===== config.mk =====
export PLATFORM = sky130hd
export DESIGN_NAME = pe_filter_sequencer_flat
export DESIGN_NICKNAME = d
export VERILOG_FILES = /design/src/rtl/pe_filter_sequencer_pkg.sv /design/src/rtl/pe_filter_sequencer_if.sv /design/src/rtl/pe_fseq_delay_pipe.sv /design/src/rtl/pe_filter_sequencer.sv /design/src/flat_wrapper.sv
export SDC_FILE = /design/constraint.sdc
export NUM_CORES = 1
export LEC_CHECK = 0
export CAP_MARGIN = 20
export CORE_AREA = 2 2 244 246
export DETAILED_ROUTE_END_ITERATION = 12
export DIE_AREA = 0 0 246 248
export GPL_ROUTABILITY_DRIVEN = 0
export PLACE_DENSITY = 0.45
export SYNTH_ARGS = -nofsm -noshare
export SYNTH_HDL_FRONTEND = slang
export SYNTH_HIERARCHICAL = 1
export SYNTH_SLANG_ARGS = --single-unit

===== constraint.sdc =====
create_clock -name clk -period 4.5 [get_ports clk]
set_input_delay 0.675 -clock clk [delete_from_list [all_inputs] [get_ports clk]]
set_output_delay 0.675 -clock clk [all_outputs]
set_load 0.005 [all_outputs]

===== src/rtl/pe_filter_sequencer_pkg.sv =====
// Shared parameters, FSM encoding and cfg clamp helpers for the PE filter-load sequencer.
package pe_filter_sequencer_pkg;
  localparam int NB_FILTER     = 4;
  localparam int FILTER_DW     = 72;
  localparam int TIN_MAX       = 4;
  localparam int W_TIN         = $clog2(TIN_MAX);
  localparam int W_CHANNEL     = 10;
  localparam int FILTER_BUF_AW = 16;
  localparam int FB_DELAY      = 1;
  localparam int W_DATA        = NB_FILTER * FILTER_DW;
  localparam int W_ADDR_MATH   = W_CHANNEL + W_TIN + 1;

  typedef logic [W_TIN:0]       tin_cfg_t;
  typedef logic [W_TIN-1:0]     off_t;
  typedef logic [W_CHANNEL-1:0] chan_t;

  typedef enum logic [1:0] {
    ST_IDLE  = 2'd0,
    ST_ARM   = 2'd1,
    ST_FETCH = 2'd2,
    ST_DONE  = 2'd3
  } fseq_state_t;

  function automatic tin_cfg_t clamp_tin(input tin_cfg_t tin);
    if (tin == '0 || tin > tin_cfg_t'(TIN_MAX)) return tin_cfg_t'(1);
    return tin;
  endfunction

  function automatic chan_t clamp_q(input chan_t q);
    if (q == '0) return chan_t'(1);
    return q;
  endfunction
endpackage


===== src/rtl/pe_filter_sequencer_if.sv =====
// Controller / filter-buffer / PE side signals of the filter sequencer; master = sequencer.
interface pe_filter_sequencer_if;
  import pe_filter_sequencer_pkg::*;

  logic                     c_ctrl_csync_run;
  chan_t                    cfg_q_channel;
  tin_cfg_t                 cfg_tin;
  logic                     fb_req_possible;
  logic                     o_fb_req;
  logic [FILTER_BUF_AW-1:0] o_fb_addr;
  logic [W_DATA-1:0]        fb_data_flat;
  logic                     change_filter;
  logic                     o_load_filter;
  off_t                     o_load_idx;
  logic                     o_load_bank;
  logic [W_DATA-1:0]        o_filter_data;
  logic                     o_active_bank;
  logic                     o_filter_ready;
  logic                     o_stall;
  logic                     o_pe_csync_done;
  logic                     o_err_underflow;

  modport master (
    input  c_ctrl_csync_run, cfg_q_channel, cfg_tin, fb_req_possible, fb_data_flat, change_filter,
    output o_fb_req, o_fb_addr, o_load_filter, o_load_idx, o_load_bank, o_filter_data,
           o_active_bank, o_filter_ready, o_stall, o_pe_csync_done, o_err_underflow
  );

  modport slave (
    output c_ctrl_csync_run, cfg_q_channel, cfg_tin, fb_req_possible, fb_data_flat, change_filter,
    input  o_fb_req, o_fb_addr, o_load_filter, o_load_idx, o_load_bank, o_filter_data,
           o_active_bank, o_filter_ready, o_stall, o_pe_csync_done, o_err_underflow
  );
endinterface


===== src/rtl/pe_fseq_delay_pipe.sv =====
// Fixed-depth shift register with synchronous squash; models the filter buffer read latency.
module pe_fseq_delay_pipe #(
  parameter int DEPTH = 1,
  parameter int WIDTH = 1
) (
  input  logic             clk,
  input  logic             rst,
  input  logic             i_squash,
  input  logic [WIDTH-1:0] i_data,
  output logic [WIDTH-1:0] o_data
);
  logic [WIDTH-1:0] r_stage [DEPTH];

  always_ff @(posedge clk or posedge rst) begin
    if (rst) begin
      for (int i = 0; i < DEPTH; i++) r_stage[i] <= '0;
    end else if (i_squash) begin
      for (int i = 0; i < DEPTH; i++) r_stage[i] <= '0;
    end else begin
      r_stage[0] <= i_data;
      for (int i = 1; i < DEPTH; i++) r_stage[i] <= r_stage[i-1];
    end
  end

  assign o_data = r_stage[DEPTH-1];
endmodule


===== src/rtl/pe_filter_sequencer.sv =====
// Filter tile fetch/load sequencer for conv_pe. Define PE_FSEQ_DBUF_EN for two PE weight banks with prefetch.
// state | meaning
// IDLE  | no csync seen since reset
// ARM   | waiting for buffer data and a free target bank
// FETCH | one filter-buffer read per cycle, offset 0..tin-1
// DONE  | reserve target bank, advance tile index
module pe_filter_sequencer #(
  parameter int FB_DELAY = pe_filter_sequencer_pkg::FB_DELAY
) (
  input logic                   clk,
  input logic                   rst,
  pe_filter_sequencer_if.master bus
);
  import pe_filter_sequencer_pkg::*;

  localparam int W_PIPE = W_TIN + 2;

  fseq_state_t             r_state, w_state_nxt;
  logic                    r_csync_d, w_csync_rise;
  tin_cfg_t                r_tin;
  chan_t                   r_qch, r_tile;
  off_t                    r_offset, w_ld_off;
  logic [1:0]              r_valid, r_ready;
  logic                    r_active, r_fill, r_done, r_err;
  logic                    w_fill_free, w_last_off, w_fb_req, w_filter_ready, w_change_ok;
  logic                    w_ld_req, w_ld_bank, w_ld_last;
  logic [W_PIPE-1:0]       w_pipe_out;
  logic [W_ADDR_MATH-1:0]  w_addr_full;

`ifdef PE_FSEQ_DBUF_EN
  localparam bit DBUF = 1'b1;
  assign bus.o_load_bank   = w_ld_req & w_ld_bank;
  assign bus.o_active_bank = r_active;
`else
  localparam bit DBUF = 1'b0;
  assign bus.o_load_bank   = 1'b0;
  assign bus.o_active_bank = 1'b0;
`endif

  assign w_csync_rise   = bus.c_ctrl_csync_run && !r_csync_d;
  assign w_fill_free    = !r_valid[r_fill];
  assign w_last_off     = ({1'b0, r_offset} == r_tin - tin_cfg_t'(1));
  assign w_filter_ready = r_ready[r_active];
  assign w_change_ok    = bus.change_filter && w_filter_ready;
  assign w_addr_full    = W_ADDR_MATH'(r_tile) * W_ADDR_MATH'(r_tin) + W_ADDR_MATH'(r_offset);

  always_comb begin
    w_state_nxt = r_state;
    w_fb_req    = 1'b0;
    case (r_state)
      ST_IDLE:  w_state_nxt = ST_IDLE;
      ST_ARM:   if (bus.fb_req_possible && w_fill_free) w_state_nxt = ST_FETCH;
      ST_FETCH: begin
        w_fb_req = 1'b1;
        if (w_last_off) w_state_nxt = ST_DONE;
      end
      ST_DONE:  w_state_nxt = ST_ARM;
      default:  w_state_nxt = ST_IDLE;
    endcase
    if (w_csync_rise) w_state_nxt = ST_ARM;
  end

  always_ff @(posedge clk or posedge rst) begin
    if (rst) r_state <= ST_IDLE;
    else     r_state <= w_state_nxt;
  end

  // A csync edge restarts the pass; in-flight loads are squashed with the same edge.
  pe_fseq_delay_pipe #(.DEPTH(FB_DELAY), .WIDTH(W_PIPE)) u_load_pipe (
    .clk      (clk),
    .rst      (rst),
    .i_squash (w_csync_rise),
    .i_data   ({w_fb_req, r_offset, r_fill}),
    .o_data   (w_pipe_out)
  );

  assign {w_ld_req, w_ld_off, w_ld_bank} = w_pipe_out;
  assign w_ld_last = ({1'b0, w_ld_off} == r_tin - tin_cfg_t'(1));

  always_ff @(posedge clk or posedge rst) begin
    if (rst) begin
      r_csync_d <= 1'b0;
      r_tin     <= tin_cfg_t'(1);
      r_qch     <= chan_t'(1);
      r_tile    <= '0;
      r_offset  <= '0;
      r_valid   <= '0;
      r_ready   <= '0;
      r_active  <= 1'b0;
      r_fill    <= 1'b0;
      r_done    <= 1'b0;
      r_err     <= 1'b0;
    end else begin
      r_csync_d <= bus.c_ctrl_csync_run;
      r_done    <= bus.c_ctrl_csync_run && w_filter_ready && !w_csync_rise;
      if (bus.change_filter && !w_filter_ready) r_err <= 1'b1;
      if (w_csync_rise) begin
        r_tin    <= clamp_tin(bus.cfg_tin);
        r_qch    <= clamp_q(bus.cfg_q_channel);
        r_tile   <= '0;
        r_offset <= '0;
        r_valid  <= '0;
        r_ready  <= '0;
        r_active <= 1'b0;
        r_fill   <= 1'b0;
      end else begin
        if (r_state == ST_FETCH) r_offset <= w_last_off ? '0 : r_offset + 1'b1;
        if (w_change_ok) begin
          r_valid[r_active] <= 1'b0;
          r_ready[r_active] <= 1'b0;
          if (DBUF) r_active <= ~r_active;
        end
        if (r_state == ST_DONE) begin
          r_valid[r_fill] <= 1'b1;
          r_tile          <= (r_tile == r_qch - chan_t'(1)) ? '0 : r_tile + 1'b1;
          if (DBUF) r_fill <= ~r_fill;
        end
        // Readiness follows the last write into the PE, not the DONE state.
        if (w_ld_req && w_ld_last) r_ready[w_ld_bank] <= 1'b1;
      end
    end
  end

  assign bus.o_fb_req        = w_fb_req;
  assign bus.o_fb_addr       = FILTER_BUF_AW'(w_addr_full);
  assign bus.o_load_filter   = w_ld_req;
  assign bus.o_load_idx      = w_ld_req ? w_ld_off : '0;
  assign bus.o_filter_data   = w_ld_req ? bus.fb_data_flat : '0;
  assign bus.o_filter_ready  = w_filter_ready;
  assign bus.o_stall         = r_csync_d && !w_filter_ready;
  assign bus.o_pe_csync_done = r_done;
  assign bus.o_err_underflow = r_err;
endmodule


===== src/flat_wrapper.sv =====
// flat-port wrapper written by rule: the top's interface ports become plain ports
module pe_filter_sequencer_flat import pe_filter_sequencer_pkg::*;
#(
  parameter int FB_DELAY = pe_filter_sequencer_pkg::FB_DELAY
)
  (clk, rst, bus_c_ctrl_csync_run, bus_cfg_q_channel, bus_cfg_tin, bus_fb_req_possible, bus_fb_data_flat, bus_change_filter, bus_o_fb_req, bus_o_fb_addr, bus_o_load_filter, bus_o_load_idx, bus_o_load_bank, bus_o_filter_data, bus_o_active_bank, bus_o_filter_ready, bus_o_stall, bus_o_pe_csync_done, bus_o_err_underflow);
  pe_filter_sequencer_if bus_i ();
  input logic clk;
  input logic rst;
  input wire logic [$bits(bus_i.c_ctrl_csync_run)-1:0] bus_c_ctrl_csync_run;
  input wire logic [$bits(bus_i.cfg_q_channel)-1:0] bus_cfg_q_channel;
  input wire logic [$bits(bus_i.cfg_tin)-1:0] bus_cfg_tin;
  input wire logic [$bits(bus_i.fb_req_possible)-1:0] bus_fb_req_possible;
  input wire logic [$bits(bus_i.fb_data_flat)-1:0] bus_fb_data_flat;
  input wire logic [$bits(bus_i.change_filter)-1:0] bus_change_filter;
  output wire logic [$bits(bus_i.o_fb_req)-1:0] bus_o_fb_req;
  output wire logic [$bits(bus_i.o_fb_addr)-1:0] bus_o_fb_addr;
  output wire logic [$bits(bus_i.o_load_filter)-1:0] bus_o_load_filter;
  output wire logic [$bits(bus_i.o_load_idx)-1:0] bus_o_load_idx;
  output wire logic [$bits(bus_i.o_load_bank)-1:0] bus_o_load_bank;
  output wire logic [$bits(bus_i.o_filter_data)-1:0] bus_o_filter_data;
  output wire logic [$bits(bus_i.o_active_bank)-1:0] bus_o_active_bank;
  output wire logic [$bits(bus_i.o_filter_ready)-1:0] bus_o_filter_ready;
  output wire logic [$bits(bus_i.o_stall)-1:0] bus_o_stall;
  output wire logic [$bits(bus_i.o_pe_csync_done)-1:0] bus_o_pe_csync_done;
  output wire logic [$bits(bus_i.o_err_underflow)-1:0] bus_o_err_underflow;
  assign bus_i.c_ctrl_csync_run = bus_c_ctrl_csync_run;
  assign bus_i.cfg_q_channel = bus_cfg_q_channel;
  assign bus_i.cfg_tin = bus_cfg_tin;
  assign bus_i.fb_req_possible = bus_fb_req_possible;
  assign bus_i.fb_data_flat = bus_fb_data_flat;
  assign bus_i.change_filter = bus_change_filter;
  assign bus_o_fb_req = bus_i.o_fb_req;
  assign bus_o_fb_addr = bus_i.o_fb_addr;
  assign bus_o_load_filter = bus_i.o_load_filter;
  assign bus_o_load_idx = bus_i.o_load_idx;
  assign bus_o_load_bank = bus_i.o_load_bank;
  assign bus_o_filter_data = bus_i.o_filter_data;
  assign bus_o_active_bank = bus_i.o_active_bank;
  assign bus_o_filter_ready = bus_i.o_filter_ready;
  assign bus_o_stall = bus_i.o_stall;
  assign bus_o_pe_csync_done = bus_i.o_pe_csync_done;
  assign bus_o_err_underflow = bus_i.o_err_underflow;
  pe_filter_sequencer #(.FB_DELAY(FB_DELAY)) u_core (.clk(clk), .rst(rst), .bus(bus_i));
endmodule

### After elaboration in Yosys (flattened, before gate mapping)

Cells that the tools add are included.

| operators by class | value |
|---|---|
| add/subtract/negate cells | 5 |
| reductions and logical operators | 21 |
| bitwise operators | 1 |
| $lt $le $gt $ge | 3 |
| equality and inequality tests | 8 |
| $mul | 1 |
| muxes and demuxes | 31 |

Operator list:

| cell | count |
|---|---|
| $mux 288 | 1 |
| $mux 10 | 5 |
| $mux 2 | 11 |
| $add 13x2->13 | 1 |
| $mul 10x3->13 | 1 |
| $add 10x1->10 const B | 1 |
| $eq 10x10->1 | 1 |
| $logic_not 10->1 | 1 |
| $sub 10x1->10 const B | 1 |
| $logic_and 1x1->1 | 9 |
| $mux 1 | 9 |
| $pmux 2 s4 | 1 |
| $eq 2x3->1 | 2 |
| $mux 3 | 2 |
| $ne 3x1->1 const B | 2 |
| $eq 2x2->1 const B | 2 |
| $logic_not 1->1 | 4 |
| $mux 4 | 1 |
| $reduce_bool 2->1 | 2 |
| $gt 3x3->1 const B | 1 |
| $logic_not 3->1 | 1 |
| $reduce_bool 3->1 | 1 |
| $sub 3x1->3 const B | 1 |
| $add 2x1->2 const B | 1 |
| 8 further kinds | 8 |

| storage, ports and cells | value |
|---|---|
| bits in registers | 38 |
| logic and storage cells | 82 |
| output and inout port bits | 314 |

### Depth between registers and ports, before layout

Gate-level depths: netlist (run 1).

| depth | value |
|---|---|
| word-level depth | 7 |
| gate-level depth with buffers | 11 |

### Hierarchy

The synthesis (run 1) kept the hierarchy.

By module, submodules not included:

| module | cells each | area an instance (um^2) | seq. area each (um^2) | times used |
|---|---|---|---|---|
| pe_filter_sequencer | 665 | 4948.5 | 803.3 | 1 |
| pe_fseq_delay_pipe | 9 | 128.9 | 100.1 | 1 |

### Worst setup path before layout (run 1)

OpenSTA, ideal clock, no wires.

| path | value |
|---|---|
| path type | register to output |
| start point | register u_core.r_tin[0] |
| end point | output port bus_o_fb_addr[11] |
| data required time | 3825 ps |
| setup slack | 724 ps |
| data arrival time | 3101 ps |
| stages on the path, launching flop included | 11 |
| buffers on the path | 1 |
| cell sequence | dfstp_2 -> buf_1 -> and2_1 -> fa_1 -> ha_1 -> fa_1 -> a21oi_1 -> nor2b_1 -> o31ai_1 -> a21oi_1 -> o311ai_0 |

| on the way | value |
|---|---|
| word-level cells in the longest chain between the ends | 2 |

RTL lines:

| element | line | source |
|---|---|---|
| from (decl) | pe_filter_sequencer.sv:20 | `tin_cfg_t r_tin;` |
| from (signal assigned) | pe_filter_sequencer.sv:83 | `r_tin <= tin_cfg_t'(1);` |
| from (signal assigned) | pe_filter_sequencer.sv:98 | `r_tin <= clamp_tin(bus.cfg_tin);` |
| $mul 10x3->13 | pe_filter_sequencer.sv:45 | `assign w_addr_full = W_ADDR_MATH'(r_tile) * W_ADDR_MATH'(r_tin) + W_ADDR_MATH'(r_offset);` |
| $add 13x2->13 | pe_filter_sequencer.sv:45 |  |
| to (decl) | flat_wrapper.sv:17 | `output wire logic [$bits(bus_i.o_fb_addr)-1:0] bus_o_fb_addr;` |

Every way passes these cells.

### Worst setup path after layout (run 1)

Same ends and word-level chain as after synthesis.

==> results of run 1 <==
## worst max-delay path by stage
| stage | startpoint | end | slack, ns | depth (start not counted) |
|---|---|---|---|---|
| 2_1_floorplan | u_core/r_tin[0]$_DFFE_PP1P_ | bus_o_fb_addr[11] | 0.72 | 10 |
| 3_3_place_gp | u_core/r_tin[0]$_DFFE_PP1P_ | bus_o_fb_addr[12] | 0.08 | 11 |
| 3_5_place_dp | u_core/r_tin[0]$_DFFE_PP1P_ | bus_o_fb_addr[11] | 0.07 | 10 |
| 4_1_cts | u_core/r_tin[1]$_DFFE_PP0P_ | bus_o_fb_addr[7] | 0.08 | 11 |
| 5_1_grt | u_core/r_tin[0]$_DFFE_PP1P_ | bus_o_fb_addr[12] | 0.04 | 11 |
| 6_report | u_core/r_tin[0]$_DFFE_PP1P_ | bus_o_fb_addr[11] | 0.23 | 11 |
## layout by cell type, fill, tap and decap left out, types with 2 or more instances in the layout
cell / netlist / final
o21ai_0: 11 / 10
o211ai_1: 4 / 4
nor3_1: 8 / 8
a211o_1: 2 / 2
conb_1: 1 / 6
nor3b_1: 2 / 2
or3_1: 2 / 2
clkbuf_16: 0 / 5
dfstp_2: 2 / 2
nand3_1: 12 / 12
o21ai_1: 1 / 2
diode_2: 0 / 12
nand2_1: 43 / 43
inv_1: 20 / 20
buf_12: 0 / 2
and2_1: 314 / 314
fa_1: 9 / 9
a21oi_1: 16 / 16
nor2b_1: 7 / 7
o21bai_1: 2 / 2
and3_1: 5 / 5
a31oi_1: 4 / 4
xor2_1: 15 / 15
nand2b_1: 2 / 2
xnor2_1: 16 / 15
a21o_1: 2 / 2
mux2i_1: 2 / 2
dlygate4sd2_1: 0 / 3
ha_1: 32 / 31
or2_2: 2 / 2
dfrtp_1: 34 / 33
nand3b_1: 3 / 3
dlymetal6s2s_1: 0 / 3
nor4_1: 2 / 2
a211oi_1: 7 / 7
nor2_1: 16 / 16
clkdlybuf4s50_1: 0 / 608
buf_4: 5 / 16
## sequential cells by signal, summed over array words and instances (netlist names), 2 cells and up
name	flops
u_core/r_tin	3
u_core/r_state	2
u_core/r_tile	10
u_core/u_load_pipe/o_data	4
u_core/r_offset	2
u_core/r_qch	10
## cell type report
type / instances / area (µm²)
Antenna cell: 12 / 30.0
Clock buffer: 5 / 125
Clock inverter: 3 / 42.5
Fill cell: 6507 / 46100
Inverter: 20 / 75.1
Multi-Input combinational cell: 569 / 3920
Sequential cell: 36 / 907
Tap cell: 773 / 967
Timing Repair Buffer: 632 / 6310
## power groups by stage
| stage | clock [mW] | combinational [mW] | sequential (mW) |
|---|---|---|---|
| 6_report | 0.403 | 2.66 | 0.514 |
| 4_1_cts | 0.411 | 2.74 | 0.516 |
| 3_5_place_dp | 0 | 2.70 | 0.523 |
| 2_1_floorplan | 0 | 0.873 | 0.431 |
| 5_1_grt | 0.426 | 2.85 | 0.529 |
| 3_3_place_gp | 0 | 2.72 | 0.518 |
## cells in the mapped netlist (all sizes together), types with 2 or more instances
cell,number,area [µm²]
xnor2,16,140
a21o,2,15.0
inv,20,75.1
nand3b,3,22.5
a21oi,16,80.1
fa,9,180
a211oi,7,52.6
and3,5,31.3
nor3b,2,15.0
ha,32,400
mux2i,2,20.0
dfrtp,34,851
o41ai,2,36.3
buf,8,56.3
nor3,8,40.0
a211o,2,17.5
dfstp,2,52.6
or2,2,12.5
nand3,12,60.1
xor2,15,131
o211ai,4,30.0
o31ai,2,15.0
or3,2,12.5
nor2,17,66.3
and2,314,1960
nand2b,2,12.5
a31oi,4,25.0
a2111oi,3,51.3
o21ai,12,60.1
nor2b,7,43.8
nor4,2,12.5
nand2,43,161
clkbuf,46,174
o21bai,2,15.0
## timing repair
action / 4_1_cts / 5_1_grt
buffers inserted: 1 / 1
gates resized for setup: 6 / 6
setup endpoints to repair: 4 / 4
pin swaps: 1 / 2
## routing by layer
layer / GRT usage / routed length [µm] / vias to the layer above
met5: 0 / 153 / -
met4: 0.0107 / 299 / 24
met3: 0.105 / 7780 / 43
met2: 0.299 / 27500 / 314
met1: 0.197 / 21500 / 3370
li1: - / - / 3338
## metrics by stage
| stage | setup WS (ns) | power [mW] | cells | area (µm²) | hold slack [ns] |
|---|---|---|---|---|---|
| after floorplan | 0.724 | 1.30 | 679 | 5100 | 0.441 |
| after global placement | 0.0752 | 3.23 | 2028 | 12100 | 0.448 |
| after detailed placement | 0.0748 | 3.22 | 2028 | 12100 | 0.456 |
| after CTS | 0.0787 | 3.66 | 2037 | 12300 | 0.468 |
| after global routing | 0.0379 | 3.80 | 2038 | 12300 | 0.503 |
| final | 0.231 | 3.58 | 2050 | 12400 | 0.461 |
## cells by family after synthesis
logic type / count (synthesis) / share of synthesized area
adder cells (fa/ha/maj): 41 / 0.114
AND/OR/NAND/NOR: 425 / 0.495
multiplexers: 2 / 0.00394
buffers and inverters: 74 / 0.0601
flip-flops: 36 / 0.178
AO/OA/AOI/OAI: 64 / 0.0946
XOR/XNOR: 31 / 0.0535
other: 1 / 0.000739
## worst max-delay path: stages, from the launching register on
cell           delay (ns)
dfstp_2              0.60
and2_1               0.16
fa_1                 0.41
ha_1                 0.35
fa_1                 0.46
a21oi_1              0.14
nor2b_1              0.09
o31ai_2              0.26
buf_4                0.15
a21oi_1              0.08
o311ai_1             0.30
dlygate4sd2_1        0.30
==> impl_metrics.toml, run 1 <==
[timing]
finalCritPeriodShare = 0.949
finClkSkew_ns = 0.00661
fin_tns_setup_ns = 0
number_of_failing_setup_endpoints_in_the_final_timing_report = 0
timing.max_slew.rel_slack = 0.408
worst-slew-pin-transition_ns = 0.887
maxClockFrequency_ghz = 0.234
grt_setup_unrepaired = "false"
final_hold_viol_count = 0
timing.final.crit_period_ns = 4.27
slew_viol_final = 0

[global_route]
wire_length_of_the_first_global_routing_pass_um = 71100
grt_overflow_total = 0
grt_use_total = 0.176
antenna_found_initial = 32
first_global_vias = 7173
largest_net_degree_at_the_start_of_global_routing = 81

[critical_path]
timing.critical_path.from_type = "flip-flop"
worst-endpoint-required_ns = 3.83
worst-r2r-setup-slack_ns = 1.98
timing.critical_path.arrival_ns = 3.59
crit-reg2reg-capture = "u_core/r_tile[8]$_DFFE_PP0P_"
reg2regPathDepth = 7
critical_path.max_fanout = 8
timing.rr.start = "u_core/r_qch[0]$_DFFE_PP1P_"
worstSetupEndpointType = "output port"
timing_worst_setup_path_type = "reg -> out"

[power]
clock_power_share = 0.112
seqPwrFrac = 0.144
power.share.switching = 0.411
p_comb_frac = 0.744
power.density_nw_per_um2 = 289
ir_worst_vdd_uv = 251
leakagePower_nw = 4.90
power.switching_mw = 1.47
internal-power_mw = 2.11

[synthesis]
synth-seq-area-share = 0.178
synth.avg_cell_area_um2 = 7.53
yosysUniqueCellTypes = 57
synth-seq-cells = 36
synthArstFlopShare = 1.00
netlist_instances = 674
synth_flop_cell = "dfrtp_1"
syn_area_um2 = 5080
synth_enable_flop_cells = 0
yosys_warnings = 6

[floorplan]
die_h_um = 248
floorplan.initialDensity = 0.0868
die_area_um2 = 61000
fp-row-count = 89
core_region_area_um2 = 58500
die_w_um = 246
floorplan.io_pins = 620

[job]
max-cap-violations = 0

[clock_tree]
clk_root_buffer_cell = "clkbuf_16"
tritoncts_clock_tree = "done"
numCtsBuffers = 5
clock_tree.buffer_depth = 2
clock_latency_ns = 0.28
total_of_hold_buffers_inserted_after_clock_tree_synthesis = 0
cts.sinks = 36
clkSlewWorstSetupHoldPaths_ns = 0.06
htreeDepth = 2

[outcome]
status = "complete, no violations"

[finish]
final_core_utilization = 0.212
drive_gt1_frac = 0.0340
final_nets = 1611
layout-area-overhead-vs-synth_pct = 144

[place]
portBuffers = 614
dp.final_hpwl_um = 51200

[worst_hold_path]
startpoint_of_the_most_critical_hold_path = "u_core/bus.o_err_underflow$_DFFE_PP0P_"
min_delay_path_depth = 1
hp-class = "reg -> reg"
hold_end = "u_core/bus.o_err_underflow$_DFFE_PP0P_"

[detailed_routing]
initialDrtViolationCount = 306
drt_pass1_iterations = 4
vias_per_cell = 3.46
final_antenna_net_count = 0
routedWlPerCell_um = 27.9
finalWirelength_um = 57200
routed-via-count = 7089
drt_drc_violations_left = 0
(Power assumes the default switching activity.)
==> run 2, diff against run 1 <==
CTS_BUF_LIST = sky130_fd_sc_hd__clkbuf_4 sky130_fd_sc_hd__clkbuf_8   (was unset)
==> run 2 against run 1 <==
- first-iteration DRC count is 5.2% lower
- via count is 0.20% lower
- worst hold slack better by 0.0013 ns
- highest routed layer unchanged
- critical path type unchanged
- clock power is 27% lower
- power is 3.2% lower
==> impl_metrics.toml, run 2 (synthesis results as in run 1) <==
[outcome]
status = "complete, no violations"

[detailed_routing]
routed-via-count = 7075
final_antenna_net_count = 0
initialDrtViolationCount = 290
drt_pass1_iterations = 4
finalWirelength_um = 57200
drt_drc_violations_left = 0
routedWlPerCell_um = 27.9
vias_per_cell = 3.45

[critical_path]
critical_path.max_fanout = 8
worstSetupEndpointType = "output port"
timing.critical_path.arrival_ns = 3.61
timing_worst_setup_path_type = "reg -> out"
worst-endpoint-required_ns = 3.83
timing.critical_path.from_type = "flip-flop"

[timing]
timing.final.crit_period_ns = 4.29
timing.max_slew.rel_slack = 0.419
number_of_failing_setup_endpoints_in_the_final_timing_report = 0
fin_tns_setup_ns = 0
maxClockFrequency_ghz = 0.233
final_hold_viol_count = 0
worst-slew-pin-transition_ns = 0.871
finalCritPeriodShare = 0.953
finClkSkew_ns = 0.0123
slew_viol_final = 0
grt_setup_unrepaired = "false"

[finish]
layout_commonest_cell = "clkdlybuf4s50_1"
n_fill_cell = 6509
drive_gt1_frac = 0.0340
final_cell_mix = "clkdlybuf4s50_1 (608), and2_1 (314), nand2_1 (43)"
final_nets = 1611
finish.instance_area_um2 = 12300
multi_input_area_um2 = 3920
layout-area-overhead-vs-synth_pct = 143
seq_area_um2 = 907

[power]
leakagePower_nw = 4.88
power.density_nw_per_um2 = 281
clock_power_share = 0.085
internal-power_mw = 2.01
ir_worst_vdd_uv = 250
seqPwrFrac = 0.148
power.switching_mw = 1.46
power.share.switching = 0.420
p_comb_frac = 0.767

[clock_tree]
clk_root_buffer_cell = "clkbuf_8"
htreeDepth = 2
tritoncts_clock_tree = "done"
clock_latency_ns = 0.30
clkSlewWorstSetupHoldPaths_ns = 0.08
numCtsBuffers = 5
clock_tree.buffer_depth = 2
cts.sinks = 36
total_of_hold_buffers_inserted_after_clock_tree_synthesis = 0

[place]
portBuffers = 614
dpl-instance-area_um2 = 12100
dp.final_hpwl_um = 51200

[global_route]
largest_net_degree_at_the_start_of_global_routing = 81
antenna_found_initial = 32
first_global_vias = 7173
grt_use_total = 0.176
grt_overflow_total = 0
wire_length_of_the_first_global_routing_pass_um = 71000

[floorplan]
die_area_um2 = 61000
floorplan.initialDensity = 0.0868
core_region_area_um2 = 58500
die_h_um = 248
floorplan.io_pins = 620
die_w_um = 246
fp-row-count = 89

[worst_hold_path]
hp-class = "reg -> reg"

[job]
max-cap-violations = 0
## run 2: area by class of cell
cell class,count,share of cell area
Timing Repair Buffer,632,0.512
Antenna cell,12,0.00244
Tap cell,773,0.0785
Clock inverter,3,0.00345
Inverter,20,0.00609
Multi-Input combinational cell,569,0.318
Sequential cell,36,0.0736
Clock buffer,5,0.00559
## run 2: worst paths after layout
path	start	endpoint	slack [ns]	cells after the start
worst max-delay path	u_core/r_tin[0]$_DFFE_PP1P_	bus_o_fb_addr[11]	0.21	11
worst min-delay path	u_core/bus.o_err_underflow$_DFFE_PP0P_	u_core/bus.o_err_underflow$_DFFE_PP0P_	0.46	1
worst max register to register	u_core/r_qch[0]$_DFFE_PP1P_	u_core/r_tile[8]$_DFFE_PP0P_	1.97	7
worst min register to register	u_core/bus.o_err_underflow$_DFFE_PP0P_	u_core/bus.o_err_underflow$_DFFE_PP0P_	0.46	1
max in group asynchronous	rst	u_core/r_qch[0]$_DFFE_PP1P_	3.34	3
min in group asynchronous	rst	u_core/u_load_pipe/o_data[0]$_DFF_PP0_	0.59	2
## run 2: metal layers
layer  GRT usage  vias to the layer above  wire, µm
li1            -                     3335         -
met1       0.198                     3367     21800
met2       0.299                      315     27500
met3       0.102                       38      7480
met4      0.0102                       20       282
met5           0                        -       129
## run 2: stage by stage
stage | instances | hold slack, ns | util | power [mW] | worst slack, ns
final | 2050 | 0.463 | 0.211 | 3.47 | 0.212
after global routing | 2038 | 0.507 | 0.210 | 3.69 | 0.0135
after CTS | 2037 | 0.473 | 0.210 | 3.55 | 0.0569
after detailed placement | 2028 | 0.456 | 0.207 | 3.22 | 0.0748
after global placement | 2028 | 0.448 | 0.207 | 3.23 | 0.0752
after floorplan | 679 | 0.441 | - | 1.30 | 0.724
## run 2: power by group through the flow
stage	Combinational, mW	Clock, mW	Sequential [mW]
CTS	2.74	0.301	0.515
global route	2.85	0.317	0.528
floorplan	0.873	0	0.431
finish	2.66	0.293	0.513
global placement	2.72	0	0.518
detailed placement	2.70	0	0.523
## run 2: repair_timing
| action | CTS | global route |
|---|---|---|
| setup endpoints to repair | 4 | 4 |
| endpoints found under the hold margin | 0 | 0 |
| pin swaps | 1 | 2 |
| resized for setup | 6 | 6 |
| setup buffers | 1 | 1 |
| cloned | 0 | 0 |
## run 2: worst max-delay path, stage by stage, from the launching register on
cell,delay (ns)
dfstp_2,0.61
and2_1,0.16
fa_1,0.41
ha_1,0.35
fa_1,0.46
a21oi_1,0.14
nor2b_1,0.09
o31ai_2,0.26
buf_4,0.15
a21oi_1,0.08
o311ai_1,0.30
dlygate4sd2_1,0.30
==> run 3, diff against run 2 <==
CORE_AREA = 2 2 238 240   (was 2 2 244 246)
DIE_AREA = 0 0 240 242   (was 0 0 246 248)
PLACE_DENSITY = 0.47   (was 0.45)
clock period = 5.5 ns   (was 4.5 ns; I/O delays follow)
==> run 3 against run 2 <==
- first-iteration DRC count is the same
- power shrank 19%
- cell count shrank 1.7%
- sequential power shrank 16%
- sequential share of layout area grew 0.11 points
- critical path type unchanged
- critical endpoint unchanged
==> impl_metrics.toml, run 3 (synthesis results as in run 1) <==
[finish]
layout_commonest_cell = "clkdlybuf4s50_1"
drive_gt1_frac = 0.0208
final_nets = 1598
n_fill_cell = 6212
multi_input_area_um2 = 3890
final_cell_mix = "clkdlybuf4s50_1 (614), and2_1 (314), nand2_1 (43)"
layout-area-overhead-vs-synth_pct = 139
seq_area_um2 = 907

[place]
portBuffers = 614
dp.final_hpwl_um = 48100
dp_slack_ns = 0.864

[floorplan]
die_w_um = 240
floorplan.io_pins = 620
floorplan.initialDensity = 0.0911
core_region_area_um2 = 55700
die_h_um = 242
fp-row-count = 87
die_area_um2 = 58100

[global_route]
grt_use_met1 = 0.214
grt_use_total = 0.176
antenna_found_initial = 31
grt.met3_usage = 0.118
largest_net_degree_at_the_start_of_global_routing = 89
groute.layer.met2.usage = 0.261
grt_busiest_layer = "met2"
first_global_vias = 7385
grt_overflow_total = 0
wire_length_of_the_first_global_routing_pass_um = 68800

[detailed_routing]
finalWirelength_um = 54100
routed-via-count = 7116
drt_drc_violations_left = 0
initialDrtViolationCount = 290
vias_per_cell = 3.53
routedWlPerCell_um = 26.8
final_antenna_net_count = 0
drt_pass1_iterations = 5

[outcome]
status = "complete, no violations"

[critical_path]
worstSetupEndpointType = "output port"
timing.critical_path.arrival_ns = 4.20
worst-endpoint-required_ns = 4.68
critical_path.max_fanout = 12
cpMaxStageDelayCell = "dfstp_2"
timing_worst_setup_path_type = "reg -> out"
slowest_cell_delay_on_critical_path_ns = 0.65
crit_path_cell_trace = "and2_1 > fa_1 > ha_1 > fa_1 > a21oi_1 > nor2b_1 > o31ai_1 > a21oi_1 > o311ai_0 > clkdlybuf4s50_1"
timing.critical_path.from_type = "flip-flop"
reg2regPathDepth = 7

[timing]
maxClockFrequency_ghz = 0.199
grt_setup_unrepaired = "false"
fin_ws_ns = 0.476
worst-slew-pin-transition_ns = 0.774
timing.final.crit_period_ns = 5.02
slew_viol_final = 0
finClkSkew_ns = 0.00728
number_of_failing_setup_endpoints_in_the_final_timing_report = 0
fin_tns_setup_ns = 0
timing.max_slew.rel_slack = 0.484
final_hold_viol_count = 0
finalCritPeriodShare = 0.914
final.hold.worst_slack_ns = 0.464

[clock_tree]
postCtsSetupRepairBufs = 0
cts_resized = 0
tritoncts_clock_tree = "done"
total_of_hold_buffers_inserted_after_clock_tree_synthesis = 0
htreeDepth = 2
numCtsBuffers = 5
cts.sinks = 36
clk_root_buffer_cell = "clkbuf_8"
clkSlewWorstSetupHoldPaths_ns = 0.08
clock_tree.buffer_depth = 2
clock_latency_ns = 0.29

[power]
power.share.switching = 0.424
p_comb_frac = 0.762
seqPwrFrac = 0.153
power.switching_mw = 1.20
clock_power_share = 0.085
leakagePower_nw = 4.73
power.density_nw_per_um2 = 233
ir_worst_vdd_uv = 362
internal-power_mw = 1.63

[worst_hold_path]
hp-class = "reg -> reg"
min_delay_path_depth = 1

[job]
max-cap-violations = 0
[run 3: cell count changes in the layout (fill, tap and decap cells not counted), sizes merged]
cell | before | now
dlymetal6s2s | 3 | 0
dlygate4sd2 | 3 | 0
clkdlybuf4s50 | 608 | 614
buf | 18 | 5
diode | 12 | 7
[run 3: final timing paths]
check / start / endpoint / slack, ns
min in group asynchronous: rst / u_core/u_load_pipe/o_data[1]$_DFF_PP0_ / 0.74
min: u_core/bus.o_err_underflow$_DFFE_PP0P_ / u_core/bus.o_err_underflow$_DFFE_PP0P_ / 0.46
max in group asynchronous: rst / u_core/r_qch[0]$_DFFE_PP1P_ / 4.19
min reg2reg: u_core/bus.o_err_underflow$_DFFE_PP0P_ / u_core/bus.o_err_underflow$_DFFE_PP0P_ / 0.46
max: u_core/r_tin[0]$_DFFE_PP1P_ / bus_o_fb_addr[11] / 0.48
max reg2reg: u_core/r_qch[1]$_DFFE_PP0P_ / u_core/r_tile[6]$_DFFE_PP0P_ / 2.87
[run 3: final cells by class]
cell class              instances  share of cell area
well taps                     756              0.0779
clock buffers                   5             0.00567
diodes                          7             0.00144
flip-flops and latches         36              0.0747
repair buffers                619               0.510
multi-input cells             569               0.320
clock inverters                 3             0.00350
inverters                      20             0.00618
[run 3: power groups by stage]
stage,logic (mW),clock network (mW),registers [mW]
2_1_floorplan,0.714,0,0.353
5_1_grt,2.30,0.257,0.454
3_3_place_gp,2.18,0,0.441
3_5_place_dp,2.16,0,0.444
4_1_cts,2.19,0.244,0.438
6_report,2.15,0.239,0.433
[run 3: routing by layer]
layer / share of wire / wire (µm)
met1: 0.41 / 22000
met4: 0.018 / 958
met2: 0.41 / 22300
met3: 0.16 / 8730
met5: 0.0023 / 126
[run 3: per-stage QoR]
stage               area (µm²)  cells  power [mW]   util
detailed placement       12000   2000        2.61  0.216
floorplan                 5100    679        1.07      -
CTS                      12100   2008        2.87  0.218
global route             12100   2008        3.01  0.218
finish                   12100   2015        2.82  0.218
global placement         12000   2000        2.62  0.216
[run 3: critical path, delay by kind of cell (launching register included)]
kind / cells / cell delay (ns)
flops: 1 / 0.65
fa+ha+maj: 3 / 1.23
buf+inv: 1 / 0.61
compound gates: 4 / 1.17
simple gates: 2 / 0.25
